`src/rtl/track_trellis.sv`:
```
// ============================================================================
//  Module      : track_trellis
//  Description : One Viterbi traceback step for the rate-1/2, K=3 code.
//                Returns the predecessor state and the decoded bit.
//  Revision    : 1.0 - initial release
// ============================================================================
`default_nettype none

module track_trellis (
    input  logic       clk,
    input  logic       rst,
    input  logic       st,
    input  logic [1:0] node,
    input  logic [1:0] flag,
    output logic [1:0] next_node,
    output logic       data_out,
    output logic       done
);

    typedef enum logic [1:0] {
        S_IDLE = 2'd0,
        S_LOAD = 2'd1,
        S_OUT  = 2'd2
    } state_t;

    state_t     r_state;
    state_t     w_state_nxt;
    logic       w_latch;
    logic       w_compute;
    logic       w_emit;

    logic [1:0] r_node;
    logic [1:0] r_flag;
    logic [1:0] r_pred;
    logic       r_bit;
    logic [1:0] r_next_node;
    logic       r_data_out;
    logic       r_done;

    always_comb begin
        w_state_nxt = r_state;
        w_latch     = 1'b0;
        w_compute   = 1'b0;
        w_emit      = 1'b0;
        case (r_state)
            S_IDLE: begin
                if (st) begin
                    w_latch     = 1'b1;
                    w_state_nxt = S_LOAD;
                end
            end
            S_LOAD: begin
                w_compute   = 1'b1;
                w_state_nxt = S_OUT;
            end
            S_OUT: begin
                w_emit      = 1'b1;
                w_state_nxt = S_IDLE;
            end
            default: w_state_nxt = S_IDLE;
        endcase
    end

    always_ff @(posedge clk) begin
        if (rst) begin
            r_state     <= S_IDLE;
            r_node      <= 2'b00;
            r_flag      <= 2'b00;
            r_pred      <= 2'b00;
            r_bit       <= 1'b0;
            r_next_node <= 2'b00;
            r_data_out  <= 1'b0;
            r_done      <= 1'b0;
        end else begin
            r_state <= w_state_nxt;
            r_done  <= w_emit;
            if (w_latch) begin
                r_node <= node;
                r_flag <= flag;
            end
            // Predecessor drops the newest bit and shifts in the survivor decision;
            // tail steps always decode to zero.
            if (w_compute) begin
                r_pred <= {r_node[0], r_flag[0]};
                r_bit  <= r_flag[1] ? 1'b0 : r_node[1];
            end
            if (w_emit) begin
                r_next_node <= r_pred;
                r_data_out  <= r_bit;
            end
        end
    end

    assign next_node = r_next_node;
    assign data_out  = r_data_out;
    assign done      = r_done;

endmodule

`default_nettype wire

```
`config.mk`:
```
export PLATFORM = sky130hd
export DESIGN_NAME = track_trellis
export DESIGN_NICKNAME = d
export VERILOG_FILES = /design/src/rtl/track_trellis.sv
export SDC_FILE = /design/constraint.sdc
export NUM_CORES = 1
export LEC_CHECK = 0
export BUFFER_PORTS_ARGS = -buffer_cell sky130_fd_sc_hd__buf_4
export CORE_AREA = 2 2 39 41
export DETAILED_ROUTE_END_ITERATION = 6
export DIE_AREA = 0 0 41 43
export GPL_TIMING_DRIVEN = 0
export PLACE_DENSITY = 0.59
export SLEW_MARGIN = 20
export SYNTH_ARGS = -nofsm -noshare
export SYNTH_HDL_FRONTEND = slang
export SYNTH_SLANG_ARGS = --single-unit
```
`constraint.sdc`:
```
create_clock -name clk -period 2.04 [get_ports clk]
set_input_delay 0.408 -clock clk [delete_from_list [all_inputs] [get_ports clk]]
set_output_delay 0.408 -clock clk [all_outputs]
set_load 0.005 [all_outputs]
```
### After elaboration in Yosys (flattened, before gate mapping)

Index checks and enable logic that the tools add are counted.
W data, S select, Z words.

* input port bits: 7
* flip-flop bits (word level): 13
* output and inout bits: 4
* word-level logic and storage cells: 19

* equality and inequality tests: 3
* reductions and logical operators: 1
* muxes and demuxes: 7

Operators by type and width (number)
* $mux W1: 5
* $pmux W2 S2: 1
* $eq A2 B1 Y1 const B: 1
* $eq A2 B2 Y1 const B: 1
* $logic_not A2 Y1: 1
* $mux W2: 1
* $ne A2 B2 Y1 const B: 1

### Longest topological paths before layout

* depth after elaboration: 2
* mapped depth: 3
* gate-level depth less buffers: 3

### Worst setup path after synthesis

OpenSTA, ideal clock, no wires.

* kind: input port to flip-flop
* start point: in st
* end point: reg r_flag[0]
* path buffers: 0
* stages: 3
* setup time: 128 ps
* required time: 1912 ps
* arrival: 1002 ps
* setup slack: 911 ps
* path through: nor3b_2 > mux2i_1 > nor2_1

* cells in the longest elaborated chain, start to end: 2

RTL lines
* start: declaration: RTL line 12 `input logic st,`
* $mux W1: RTL line 47 `if (st) begin`
* $mux W1: RTL line 45 `case (r_state)`
* end signal: assignment: RTL line 79 `r_flag <= flag;`
* end: declaration: RTL line 33 `logic [1:0] r_flag;`

Every way passes these cells.
A chain may end at the register's enable or synchronous reset.

### Worst setup path after layout

* start point: reg r_state[0]
* end point: reg r_flag[1]

* cells in the longest elaborated chain, start to end: 2

RTL lines
* start: declaration: RTL line 26 `state_t r_state;`
* start signal: assignment: RTL line 75 `r_state <= w_state_nxt;`
* $logic_not A2 Y1: RTL line 45
* $mux W1: RTL line 45

Every way passes these cells.

==> flow_results.xml <==
<?xml version="1.0" encoding="UTF-8"?>
<metrics>
  <group name="power_and_ir_drop">
    <metric name="power_density" unit="nW/um2">802</metric>
    <metric name="total_power" unit="uW">460</metric>
    <metric name="max-vdd-ir-drop" unit="mV">0.312</metric>
    <metric name="leakage" unit="nW">0.272</metric>
  </group>
  <group name="route">
    <metric name="detail_route.drc_violations" unit="">0</metric>
    <metric name="post_drt_via_cell_ratio" unit="">4.28</metric>
    <metric name="drt_iter0_drc" unit="">0</metric>
    <metric name="drtPass1Iterations" unit="">1</metric>
    <metric name="antenna_left" unit="">0</metric>
    <metric name="wirelength" unit="um">697</metric>
    <metric name="vias" unit="">304</metric>
    <metric name="avgRoutedWirePerCell" unit="um">9.82</metric>
  </group>
  <group name="critical_path">
    <metric name="setup.worst_path.start_class" unit="">flop</metric>
    <metric name="crit_path_max_fanout" unit="">5</metric>
    <metric name="cp.required" unit="ns">2.19</metric>
    <metric name="worst_path_depth" unit="">3</metric>
    <metric name="worst_setup_path_end_kind" unit="">flop</metric>
    <metric name="critPathSlowestCell" unit="">nor3b_2</metric>
    <metric name="path_cells" unit="">nor3b_2 &gt; mux2i_1 &gt; nor2_1</metric>
    <metric name="reg2regPathDepth" unit="">3</metric>
    <metric name="cp_bufs_invs" unit="">0</metric>
    <metric name="worst_ep_arrival_time" unit="ns">1.33</metric>
    <metric name="cp_slowest_stage_delay" unit="ns">0.42</metric>
    <metric name="ff2ff_setup_slack" unit="ns">0.86</metric>
    <metric name="worst-setup-path-type" unit="">reg2reg</metric>
    <metric name="rr_startpoint" unit="">r_state[0]$_SDFFE_PP0P_</metric>
    <metric name="crit-reg2reg-capture" unit="">r_flag[1]$_SDFFE_PP0P_</metric>
    <metric name="timing.critical_path.max_delay_family" unit="">simple AND/OR/NAND/NOR gates</metric>
  </group>
  <group name="sta">
    <metric name="worst_hold_slack" unit="ns">0.311</metric>
    <metric name="timing.final.hold_violations" unit="">0</metric>
    <metric name="fmax" unit="GHz">0.847</metric>
    <metric name="slew_headroom" unit="">0.689</metric>
    <metric name="rsz0062_at_grt" unit="">false</metric>
    <metric name="final_max_slew_viol_count" unit="">0</metric>
    <metric name="period_needed" unit="ns">1.18</metric>
    <metric name="clock-skew-final" unit="ns">0.000303</metric>
    <metric name="final.setup.tns" unit="ns">0</metric>
    <metric name="final-setup-viol-count" unit="">0</metric>
    <metric name="worstMarginPinSlew" unit="ns">0.464</metric>
    <metric name="final_min_period_over_clock_period" unit="">0.579</metric>
  </group>
  <group name="logic_synthesis">
    <metric name="postSynthAreaPerCell" unit="um2">11.0</metric>
    <metric name="yosysUniqueCellTypes" unit="">11</metric>
    <metric name="synthCells" unit="">41</metric>
    <metric name="synthesis.nets" unit="">48</metric>
    <metric name="synth_top_area_frac" unit="">0.576</metric>
    <metric name="netlist.top_cell.by_area" unit="">dfxtp_1</metric>
    <metric name="synthesis.yosys.warnings" unit="">0</metric>
    <metric name="synth_area" unit="um2">452</metric>
    <metric name="yosysSeqAreaShare" unit="">0.576</metric>
    <metric name="ys_ff_latch" unit="">13</metric>
    <metric name="synth_top_cells_by_area" unit="">dfxtp_1, mux2i_1, nor2_1</metric>
  </group>
  <group name="final_layout">
    <metric name="post-route-cell-area" unit="um2">573</metric>
    <metric name="filler_cell_count" unit="">142</metric>
    <metric name="total_number_of_nets_in_the_final_design" unit="">63</metric>
    <metric name="area.growth.synth_to_final" unit="%">26.9</metric>
    <metric name="finish.cell_count_without_fillers" unit="">71</metric>
    <metric name="antennaDiodeCount" unit="">0</metric>
    <metric name="layout-drive-gt1-share" unit="">0.273</metric>
  </group>
  <group name="global_route">
    <metric name="grt-ovfl-total" unit="">0</metric>
    <metric name="pin_count_of_the_biggest_net_entering_global_routing" unit="">11</metric>
    <metric name="number_of_global_route_vias_before_repair" unit="">319</metric>
    <metric name="grt_first_pass_wirelength" unit="um">1360</metric>
    <metric name="aggregate_global_route_resource_usage" unit="">0.121</metric>
    <metric name="antenna_found_initial" unit="">0</metric>
  </group>
  <group name="place">
    <metric name="port-buffer-count" unit="">10</metric>
    <metric name="postPlaceCellArea" unit="um2">547</metric>
    <metric name="routabilityCongestion" unit="">0.652</metric>
    <metric name="dpl.cell_count" unit="">67</metric>
  </group>
  <group name="floorplanning">
    <metric name="starting_density" unit="">0.326</metric>
    <metric name="core_region_area" unit="um2">1380</metric>
    <metric name="die_outline_area" unit="um2">1760</metric>
    <metric name="floorplan.rows" unit="">14</metric>
    <metric name="die_h" unit="um">43</metric>
    <metric name="die_width" unit="um">41</metric>
    <metric name="number_of_ports_placed_on_the_die_boundary" unit="">11</metric>
  </group>
  <group name="clock_network">
    <metric name="tritoncts.num_buffers" unit="">3</metric>
    <metric name="cts_setup_buffers" unit="">0</metric>
    <metric name="cts_max_path_buffers" unit="">2</metric>
    <metric name="clkSinkCount" unit="">13</metric>
    <metric name="clock_latency_of_the_later_clocked_register_in_the_worst_skew_pair" unit="ns">0.27</metric>
    <metric name="hold_buffers" unit="">0</metric>
    <metric name="clock_pin_transition_on_the_worst_setup_and_hold_timing_paths" unit="ns">0.07</metric>
    <metric name="h-tree-depth" unit="">1</metric>
    <metric name="cts.root.buffer_cell" unit="">clkbuf_4</metric>
    <metric name="cts_tree" unit="">done</metric>
    <metric name="post_cts.resized_instances" unit="">0</metric>
  </group>
  <group name="job">
    <metric name="timing.max_cap.violations" unit="">0</metric>
  </group>
  <group name="hold_path">
    <metric name="worst_hold_path.endpoint" unit="">r_bit$_SDFFE_PP0N_</metric>
    <metric name="hold-path-cell-count" unit="">2</metric>
    <metric name="hp-class" unit="">in2reg</metric>
    <metric name="holdCritStartpoint" unit="">rst</metric>
  </group>
  <group name="run_status">
    <metric name="outcome" unit="">finished, final reports clean</metric>
  </group>
</metrics>
Yosys cell counts:
| master | n |
|---|---|
| a21oi_1 | 1 |
| clkbuf_1 | 1 |
| dfxtp_1 | 13 |
| mux2i_1 | 9 |
| nand2_1 | 1 |
| nand2b_1 | 1 |
| nand2b_4 | 1 |
| nor2_1 | 11 |
| nor2b_1 | 1 |
| nor3b_2 | 1 |
| or3b_1 | 1 |
flip-flops by register name, summed over array words and instances, names as in the netlist:
register,cells
next_node,2
r_flag,2
r_node,2
r_pred,2
r_state,2
data_out,1
done,1
r_bit,1
stage by stage:
stage | setup WS [ns] | utilization
final | 0.859 | 0.414
after global routing | 0.719 | 0.414
after CTS | 0.838 | 0.414
after detailed placement | 0.717 | 0.395
after global placement | 0.724 | 0.395
after floorplan | 0.911 | -
placed cells by master, fill, tap and decap left out:
cell type and count:
nor2b_1 1, or3b_1 1, a21oi_1 1, clkbuf_1 2
nor3b_2 1, clkbuf_4 3, nand2b_4 1, buf_4 10
nor2_1 11, nand2b_1 1, dfxtp_1 13, mux2i_1 9
nand2_1 1
worst max-delay path by stage:
stage / slack, ns / start / to
after floorplan: 0.91 / st / r_flag[0]$_SDFFE_PP0P_
after global placement: 0.72 / st / r_node[1]$_SDFFE_PP0P_
after detailed placement: 0.72 / st / r_flag[1]$_SDFFE_PP0P_
after CTS: 0.84 / r_state[0]$_SDFFE_PP0P_ / r_flag[0]$_SDFFE_PP0P_
after global routing: 0.72 / r_state[0]$_SDFFE_PP0P_ / r_flag[0]$_SDFFE_PP0P_
final: 0.86 / r_state[0]$_SDFFE_PP0P_ / r_flag[1]$_SDFFE_PP0P_
routing by layer:
| layer | share of wire | global-route usage | wire length [um] |
|---|---|---|---|
| met1 | 0.46 | 0.162 | 321 |
| met5 | 0 | 0 | 0 |
| met2 | 0.47 | 0.153 | 325 |
| met4 | 0.027 | 0.120 | 19 |
| met3 | 0.042 | 0.0157 | 29 |
logic make-up after synthesis:
family / after synthesis / share of synthesized area
AOI/OAI and AO/OA: 1 / 0.0111
buffers and inverters: 1 / 0.00830
DFF: 13 / 0.576
muxes: 9 / 0.199
and+or+nand+nor: 17 / 0.205
report_power, final:
part	leakage (nW)	switching [mW]	total, mW	internal (mW)
clock network	0.0150	0.0785	0.154	0.0756
logic	0.151	0.0160	0.0377	0.0217
registers	0.106	0.00514	0.268	0.263
total	0.272	0.0996	0.460	0.360
final cells by class:
class | count | area, um2 | share of cell area
plain buffers | 1 | 3.75 | 0.00655
repair buffers | 10 | 75.1 | 0.131
clock buffers | 4 | 26.3 | 0.0459
flip-flops and latches | 13 | 260 | 0.454
multi-input cells | 27 | 188 | 0.328
well taps | 16 | 20.0 | 0.0349
Power figures use the tool's default switching activity.
